===== src/rtl/lcd_pkg.sv =====
// lcd_pkg
//   Shared definitions for the HD44780 LCD drivers (init sequencer and
//   byte writer):
//   - HD44780 command opcodes
//   - the byte writer state enumeration
//   - the slow-command predicate. Clear display and return home need
//     about 1.52 ms, while every other instruction needs about 37 us.
package lcd_pkg;

  // HD44780 instruction opcodes.
  localparam logic [7:0] CLEARDISPLAY   = 8'h01;
  localparam logic [7:0] RETURNHOME     = 8'h02;
  localparam logic [7:0] ENTRYMODESET   = 8'h04;
  localparam logic [7:0] DISPLAYCONTROL = 8'h08;
  localparam logic [7:0] FUNCTIONSET    = 8'h20;
  localparam logic [7:0] SETDDRAMADDR   = 8'h80;

  // Byte writer phases. Each phase lasts one 1 ms clock.
  typedef enum logic [2:0] {
    ST_IDLE  = 3'd0,
    ST_HI_EN = 3'd1,
    ST_HI_LO = 3'd2,
    ST_LO_EN = 3'd3,
    ST_LO_LO = 3'd4,
    ST_WAIT  = 3'd5
  } writer_state_t;

  // Returns true for clear display (0x01) and return home (0x02/0x03).
  // These are the only commands with a long execution time. A command
  // byte of 0x00 is grouped with them so that it is handled safely.
  function automatic logic is_slow_cmd(input logic rs, input logic [7:0] value);
    return (!rs) && (value[7:2] == 6'd0);
  endfunction

endpackage


===== src/rtl/lcd_byte_writer.sv =====
// lcd_byte_writer
//   Byte-level HD44780 transmitter for the 4-bit data phase that follows
//   power-on init. Each accepted byte is sent as two enable-strobed
//   nibbles, high nibble first. The block then idles for the command
//   execution time before it accepts the next byte.
//
// Parameters
//   FAST_WAIT  idle cycles after a normal byte (1 ms clock already > 37 us)
//   SLOW_WAIT  idle cycles after clear/home
//
// Ports
//   clk        1 kHz system clock
//   reset      asynchronous, active-high reset
//   init_done  high once the LCD init sequence has completed
//   in_valid   upstream byte available
//   in_rs      0 = command, 1 = character data
//   in_data    byte to send
//   in_ready   block accepts a byte this cycle (combinational)
//   busy       transfer or post-byte wait in progress (registered)
//   en         LCD enable strobe (registered)
//   rs         LCD register select (registered)
//   data       LCD DB7..DB4 (registered)
module lcd_byte_writer
  import lcd_pkg::*;
#(
  parameter int FAST_WAIT = 0,
  parameter int SLOW_WAIT = 2
) (
  input  logic       clk,
  input  logic       reset,
  input  logic       init_done,
  input  logic       in_valid,
  input  logic       in_rs,
  input  logic [7:0] in_data,
  output logic       in_ready,
  output logic       busy,
  output logic       en,
  output logic       rs,
  output logic [3:0] data
);

  localparam int MAX_WAIT = (FAST_WAIT > SLOW_WAIT) ? FAST_WAIT : SLOW_WAIT;
  localparam int CNT_W    = ($clog2(MAX_WAIT + 1) < 2) ? 2 : $clog2(MAX_WAIT + 1);

  localparam logic [CNT_W-1:0] FAST_LOAD = CNT_W'(FAST_WAIT);
  localparam logic [CNT_W-1:0] SLOW_LOAD = CNT_W'(SLOW_WAIT);

  writer_state_t    state_reg, state_next;
  logic [CNT_W-1:0] cnt_reg, cnt_next;
  logic [7:0]       byte_reg, byte_next;
  logic             en_reg, en_next;
  logic             rs_reg, rs_next;
  logic [3:0]       data_reg, data_next;
  logic             busy_reg, busy_next;

  logic             transfer;
  logic [CNT_W-1:0] wait_load;

  assign in_ready = (state_reg == ST_IDLE) && init_done;
  assign transfer = in_valid && in_ready;

  // Wait length of the byte currently in flight. rs_reg holds the
  // register select latched at acceptance.
  assign wait_load = is_slow_cmd(rs_reg, byte_reg) ? SLOW_LOAD : FAST_LOAD;

  assign en   = en_reg;
  assign rs   = rs_reg;
  assign data = data_reg;
  assign busy = busy_reg;

  always_ff @(posedge clk or posedge reset) begin
    if (reset) begin
      state_reg <= ST_IDLE;
      cnt_reg   <= '0;
      byte_reg  <= '0;
      en_reg    <= 1'b0;
      rs_reg    <= 1'b0;
      data_reg  <= '0;
      busy_reg  <= 1'b0;
    end else begin
      state_reg <= state_next;
      cnt_reg   <= cnt_next;
      byte_reg  <= byte_next;
      en_reg    <= en_next;
      rs_reg    <= rs_next;
      data_reg  <= data_next;
      busy_reg  <= busy_next;
    end
  end

  // Pin values are computed for the state being entered, so that en, rs
  // and data are registered alongside it. The low-nibble en-low phase
  // (LO_LO) overlaps the cycle that leaves LO_EN. At that edge the wait
  // counter is loaded and the machine moves straight to WAIT, or to IDLE
  // when the wait is zero. This keeps the back-to-back rate at 4+W cycles
  // per byte. A LO_LO value in the state register is handled in the same
  // way.
  always_comb begin
    state_next = state_reg;
    cnt_next   = cnt_reg;
    byte_next  = byte_reg;
    en_next    = 1'b0;
    rs_next    = rs_reg;
    data_next  = data_reg;

    unique case (state_reg)
      ST_IDLE: begin
        if (transfer) begin
          state_next = ST_HI_EN;
          byte_next  = in_data;
          rs_next    = in_rs;
          data_next  = in_data[7:4];
          en_next    = 1'b1;
        end
      end
      ST_HI_EN: begin
        state_next = ST_HI_LO;
      end
      ST_HI_LO: begin
        state_next = ST_LO_EN;
        data_next  = byte_reg[3:0];
        en_next    = 1'b1;
      end
      ST_LO_EN, ST_LO_LO: begin
        cnt_next   = wait_load;
        state_next = (wait_load == '0) ? ST_IDLE : ST_WAIT;
      end
      ST_WAIT: begin
        // The counter is loaded with N. The last WAIT cycle is the one
        // that sees the counter at 1, so WAIT lasts exactly N cycles.
        cnt_next = cnt_reg - 1'b1;
        if (cnt_reg <= CNT_W'(1)) begin
          state_next = ST_IDLE;
          cnt_next   = '0;
        end
      end
      default: begin
        state_next = ST_IDLE;
        cnt_next   = '0;
      end
    endcase

    busy_next = (state_next != ST_IDLE);
  end

endmodule


===== config.mk =====
export PLATFORM = sky130hd
export DESIGN_NAME = lcd_byte_writer
export DESIGN_NICKNAME = d
export VERILOG_FILES = /design/src/rtl/lcd_pkg.sv /design/src/rtl/lcd_byte_writer.sv
export SDC_FILE = /design/constraint.sdc
export NUM_CORES = 1
export LEC_CHECK = 0
export ABC_AREA = 1
export CORE_MARGIN = 4
export CORE_UTILIZATION = 40
export DETAILED_ROUTE_END_ITERATION = 10
export MAX_ROUTING_LAYER = met4
export PLACE_DENSITY = 0.76
export SLEW_MARGIN = 20
export SYNTH_ARGS = -nofsm -noshare
export SYNTH_HDL_FRONTEND = slang
export SYNTH_SLANG_ARGS = --single-unit

===== constraint.sdc =====
create_clock -name clk -period 3.35 [get_ports clk]
set_input_delay 0.67 -clock clk [delete_from_list [all_inputs] [get_ports clk]]
set_output_delay 0.67 -clock clk [all_outputs]
set_load 0.01 [all_outputs]

==> results of run 1 <==
worst min-delay path, stage by stage (launching register included):
cell	delay, ns
dfrtp_1	0.36
nand2_1	0.05
nand2_1	0.05
through the flow:
| step | instance area (um^2) | setup WS [ns] | cells |
|---|---|---|---|
| 5_1_grt | 1130 | 0.688 | 145 |
| 6_report | 1130 | 0.746 | 145 |
| 4_1_cts | 1130 | 0.725 | 145 |
| 2_1_floorplan | 883 | 1.60 | 96 |
| 3_3_place_gp | 1110 | 0.768 | 142 |
| 3_5_place_dp | 1110 | 0.731 | 142 |
cell families after synthesis:
| kind of cell | count (synthesis) | synth area share (%) |
|---|---|---|
| DFF | 20 | 56.7 |
| AOI/OAI and AO/OA | 8 | 6.66 |
| and+or+nand+nor | 54 | 29.9 |
| buffers and inverters | 14 | 6.80 |
layer usage:
layer,up-vias,wire [um],global-route usage (%)
li1,356,-,-
met1,338,724,16.3
met2,26,790,21.7
met3,2,112,3.49
met4,0,4,1.21
met5,-,0,-
path summary, 6_finish.rpt:
path / from / end / slack [ns] / depth (start not counted)
hold reg to reg: byte_reg[7] / byte_reg[7] / 0.48 / 2
hold / removal: byte_reg[7] / byte_reg[7] / 0.48 / 2
setup / recovery: init_done / in_ready / 0.75 / 4
setup reg to reg: state_reg[2] / data[2] / 2.01 / 6
max in group asynchronous: reset / byte_reg[2] / 2.10 / 2
min in group asynchronous: reset / cnt_reg[1] / 0.79 / 2
cell usage after synthesis:
cell	number	area share [%]
nand2_1	26	11
inv_2	1	0.42
o21ai_2	5	5.0
o21ai_0	1	0.57
a21oi_1	1	0.57
inv_1	12	5.1
nor2_4	2	2.5
nand4_1	6	4.2
nor2_1	8	3.4
dfrtp_1	20	57
nand3_4	1	2.0
buf_6	1	1.3
o21ai_1	1	0.57
nand3_1	8	4.5
nor4_1	1	0.71
nand2_2	2	1.4
layout make-up:
class / count / area (um^2)
fillers: 187 / 893
flip-flops and latches: 20 / 500
multi-input cells: 62 / 323
repair buffers: 20 / 200
inverters: 13 / 48.8
well taps: 27 / 33.8
clock buffers: 3 / 22.5
cells in the final DEF, fill, tap and decap left out, drive strengths merged:
| cell type | n |
|---|---|
| inv | 13 |
| dfrtp | 20 |
| nor4 | 1 |
| nand3 | 9 |
| clkdlybuf4s50 | 20 |
| nand4 | 6 |
| a21oi | 1 |
| o21ai | 7 |
| clkbuf | 3 |
| nand2 | 28 |
| nor2 | 10 |
power breakdown:
part           internal (mW)  switching [mW]
sequential             0.344          0.0773
combinational          0.175           0.198
clock                 0.0417          0.0620
total                  0.561           0.338
==> metrics.yaml, run 1 <==
run_status:
  status: "completed"
critical_path:
  crit_arrival_ns: 1.93
  slowest_stage: "clkdlybuf4s50_1"
  crit_top_cell: "clkdlybuf4s50_1"
  cp.buffers_inverters: 3
  crit_family: "buffers and inverters"
  crit_path_cell_trace: "clkdlybuf4s50_1 -> inv_1 -> nor4_1 -> clkdlybuf4s50_1"
  critPathMaxStageDelay_ns: 0.58
  crit_type: "in -> out"
  cp.required_ns: 2.68
  critPathMaxFanout: 2
  setup.worst_path.end_class: "primary output"
  startpoint_type: "input port"
finish:
  diodes: 0
  num-nets-final: 133
  layout-drive-gt1-share_pct: 11.9
  post-route-util_pct: 55.8
  syn_to_final_growth_pct: 27.8
  largest_reg_flops: 8
yosys:
  synth.cell_area_um2: 883
  synth_seq_area_share_pct: 56.7
  ys_types: 16
  yosysWarnings: 0
  synth_seq_cells: 20
  avgSynthCellArea_um2: 9.20
  syn_inst: 96
  syn_nets: 109
route:
  wirelength_um: 1630
  wl_per_cell_um: 11.2
  drtIter0Drc: 10
  drc_errors: 0
  vias_per_cell: 4.98
  dr.pass1.iters: 4
  dr_total_vias: 722
  antenna_left: 0
floorplanning:
  start_util_pct: 43.7
  die_h_um: 55.0
  fp.dieW_um: 55.0
  row_count: 16
  die_area_mm2: 0.00302
  io_pins: 21
  core_area_mm2: 0.00202
sta:
  rsz0062_at_grt: "false"
  worst_pin_slew_ns: 0.727
  fmax_mhz: 384
  fin_hold_ws_ns: 0.485
  relSlewSlack_pct: 51.5
  slew_viol_final: 0
  fin_skew_ns: 0.00489
  period_needed_ns: 2.60
  hold_viol_final: 0
  setup_tns_ns: 0
  setup_violations: 0
  finalCritPeriodShare_pct: 77.7
job:
  cap_violations: 0
clock_network:
  cts-root-buf: "clkbuf_4"
  cts_buffers: 3
  post_cts_buffers: 0
  cts-resized-gates: 0
  cts_tree: "built"
  clock_sinks: 20
  clock_path_buffers: 2
  hold_buffers: 0
  htree_levels: 1
  clk_pin_slew_worst_paths_ns: 0.10
  clock_latency_ns: 0.28
placement:
  dpl.hpwl_um: 1310
  io_buffers: 20
  gp_congestion: 0.753
pwr:
  peakVddDrop_uv: 350
  p_leak_nw: 0.558
  power.total_mw: 0.899
  p_per_area_mw_per_mm2: 797
grt:
  overflow: 0
  grt_max_degree: 21
  antenna_found_initial: 0
  grt_pass1_wl_um: 2770
  grt_pass1_vias: 661
  grt_util_all_layers_pct: 12.9
hold_path:
  holdCritPathClass: "reg -> reg"
(Power assumes the default switching activity.)
==> run 2: changes to the inputs <==
--- a/config.mk
+++ b/config.mk
@@ -10,7 +10,7 @@
 export CORE_UTILIZATION = 40
 export DETAILED_ROUTE_END_ITERATION = 10
 export MAX_ROUTING_LAYER = met4
-export PLACE_DENSITY = 0.76
+export PLACE_DENSITY = 0.78
 export SLEW_MARGIN = 20
 export SYNTH_ARGS = -nofsm -noshare
 export SYNTH_HDL_FRONTEND = slang
==> constraint.sdc (replaced) <==
create_clock -name clk -period 2.2 [get_ports clk]
set_input_delay 0.44 -clock clk [delete_from_list [all_inputs] [get_ports clk]]
set_output_delay 0.44 -clock clk [all_outputs]
set_load 0.01 [all_outputs]
==> run 2 against run 1 <==
Clock power rose by 100%. Cell count rose by 1.4%. First-iteration DRC count rose by 40%. Critical path depth did not move. Routed wire length rose by 5.3%. Register-to-register slack got worse by 1.2 ns. Global-route usage rose by 0.80 points. Sequential power rose by 52%. Design area rose by 2.1%. Power rose by 58%. Largest cell class unchanged.
==> metrics.yaml, run 2 (synthesis gave the netlist of run 1 again) <==
grt:
  antenna_found_initial: 0  # unchanged
  grt_pass1_vias: 659  # -0.30%
  grt_pass1_wl_um: 2820  # +1.8%
  grt_max_degree: 21  # unchanged
  overflow: 0  # unchanged
  grt_util_all_layers_pct: 13.7  # +0.80 points
critical_path:
  critPathMaxFanout: 2  # unchanged
  crit_arrival_ns: 1.33  # -0.60 ns
  critPathMaxStageDelay_ns: 0.45  # -0.13 ns
  slowest_stage: "clkdlybuf4s50_1"
  crit_type: "in -> out"
  startpoint_type: "input port"
  cp.required_ns: 1.76  # -0.92 ns
  setup.worst_path.end_class: "primary output"
  crit_family: "buffers and inverters"
  crit_path_cell_trace: "clkdlybuf4s50_1 -> inv_1 -> nor4_1 -> dlymetal6s2s_1"
  cp.buffers_inverters: 3  # unchanged
clock_network:
  cts_buffers: 3  # unchanged
  clock_sinks: 20  # unchanged
  cts-root-buf: "clkbuf_4"
  clk_pin_slew_worst_paths_ns: 0.11  # about the same
  clock_latency_ns: 0.30  # +0.02 ns
  hold_buffers: 0  # unchanged
  clock_path_buffers: 2  # unchanged
  htree_levels: 1  # unchanged
  cts_tree: "built"
finish:
  layout-drive-gt1-share_pct: 13.3  # +1.5 points
  mostFrequentLayoutCells: "26 x nand2_1, 20 x dfrtp_1, 19 x clkdlybuf4s50_1, 12 x inv_1"
  fill_cells: 191  # +2.1%
  num-nets-final: 134  # +0.75%
  seq_area_um2: 500  # unchanged
  largest_reg_flops: 8  # unchanged
  syn_to_final_growth_pct: 30.5
  final_common_cell: "nand2_1"
  diodes: 0  # unchanged
  multi_input_area_um2: 323  # unchanged
hold_path:
  holdCritPathClass: "in -> async"
route:
  dr.pass1.iters: 4  # unchanged
  wl_per_cell_um: 11.7  # +3.9%
  wirelength_um: 1720  # +5.3%
  vias_per_cell: 4.76  # -4.5%
  antenna_left: 0  # unchanged
  drc_errors: 0  # unchanged
  dr_total_vias: 699  # -3.2%
  drtIter0Drc: 14  # +4
pwr:
  combPwrFrac_pct: 40.1  # -1.5 points
  p_leak_nw: 0.586  # +5.1%
  peakVddDrop_uv: 617  # +76%
  power.total_mw: 1.42  # +58%
  switchingPower_mw: 0.530  # +57%
  p_per_area_mw_per_mm2: 1230  # +55%
  power.clock.fraction_pct: 14.8  # +3.3 points
  power.internal_mw: 0.892  # +59%
  swShare_pct: 37.3  # -0.26 points
  seqPwrFrac_pct: 45.1  # -1.8 points
sta:
  slew_viol_final: 0  # unchanged
  fin_skew_ns: 0.00476  # -0.000129 ns
  fmax_mhz: 566
  setup_violations: 0  # unchanged
  hold_viol_final: 0  # unchanged
  setup_tns_ns: 0  # unchanged
  relSlewSlack_pct: 81.0  # +30 points
  period_needed_ns: 1.77
  finalCritPeriodShare_pct: 80.4
  worst_pin_slew_ns: 0.284  # -0.442 ns
  rsz0062_at_grt: "false"
run_status:
  status: "completed"
floorplanning:
  fp.dieW_um: 55.0  # unchanged
  start_util_pct: 43.7  # unchanged
  row_count: 16  # unchanged
  io_pins: 21  # unchanged
  core_area_mm2: 0.00202  # unchanged
  die_area_mm2: 0.00302  # unchanged
  die_h_um: 55.0  # unchanged
job:
  cap_violations: 0  # unchanged
placement:
  gp_congestion: 0.769  # +2.1%
  dpl.hpwl_um: 1310  # +0.60%
  io_buffers: 20  # unchanged
==> run 2: cell types whose count changed in the layout (fill, tap and decap cells not counted), sizes merged <==
cell | before | now
clkdlybuf4s50 | 20 | 19
buf | 0 | 1
clkbuf | 3 | 4
dlymetal6s2s | 0 | 1
==> run 2: path summary, 6_finish.rpt <==
kind	slack, ns	cells after the start	end	from
setup / recovery	0.43	4	in_ready	init_done
hold / removal	0.45	3	data[2]	reset
setup reg to reg	0.85	6	data[2]	state_reg[0]
hold reg to reg	0.48	2	byte_reg[7]	byte_reg[7]
max in group asynchronous	1.55	3	byte_reg[6]	reset
min in group clk	0.48	2	byte_reg[7]	byte_reg[7]
==> run 2: cell type report <==
class	count	area share, %
clock buffers	4	3.15
inverters	13	4.23
multi-input cells	62	28.0
flip-flops and latches	20	43.4
well taps	27	2.93
repair buffers	21	18.2
==> run 2: repair_timing <==
| item | CTS | global route |
|---|---|---|
| resized for setup | 0 | 1 |
| endpoints found under the setup margin | 0 | 1 |
| buffers inserted | 0 | 0 |
==> run 2: layer usage <==
layer / routed length (um) / share of wire [%] / vias to the layer above / global-route usage, %
met3: 109 / 6.3 / 3 / 2.41
met1: 732 / 43 / 321 / 15.9
li1: - / - / 354 / -
met2: 847 / 49 / 21 / 23.2
met5: 0 / 0 / - / -
met4: 28 / 1.6 / 0 / 6.07
==> run 2: metrics by stage <==
stage	hold WS [ns]	utilization, %	instance area [um^2]	instances	setup slack (ns)
2_1_floorplan	0.404	-	883	96	0.863
3_3_place_gp	0.456	55.1	1110	143	0.0763
3_5_place_dp	0.460	55.1	1110	143	0.0619
4_1_cts	0.450	56.9	1150	147	0.0509
5_1_grt	0.480	57.0	1150	147	0.353
6_report	0.446	57.0	1150	147	0.432
==> run 2: worst reg2reg max path, delay by kind of cell (launching register included) <==
family	cells	cell delay, ns
buffers and inverters	1	0.07
flip-flops	1	0.47
AND/OR/NAND/NOR	5	0.71
==> run 2: power by group through the flow <==
| stage | clock network [mW] | registers (mW) | logic [mW] |
|---|---|---|---|
| floorplan | 0 | 0.656 | 0.341 |
| global placement | 0 | 0.641 | 0.562 |
| detailed placement | 0 | 0.647 | 0.578 |
| global route | 0.232 | 0.661 | 0.649 |
| finish | 0.211 | 0.641 | 0.570 |
| CTS | 0.217 | 0.640 | 0.582 |
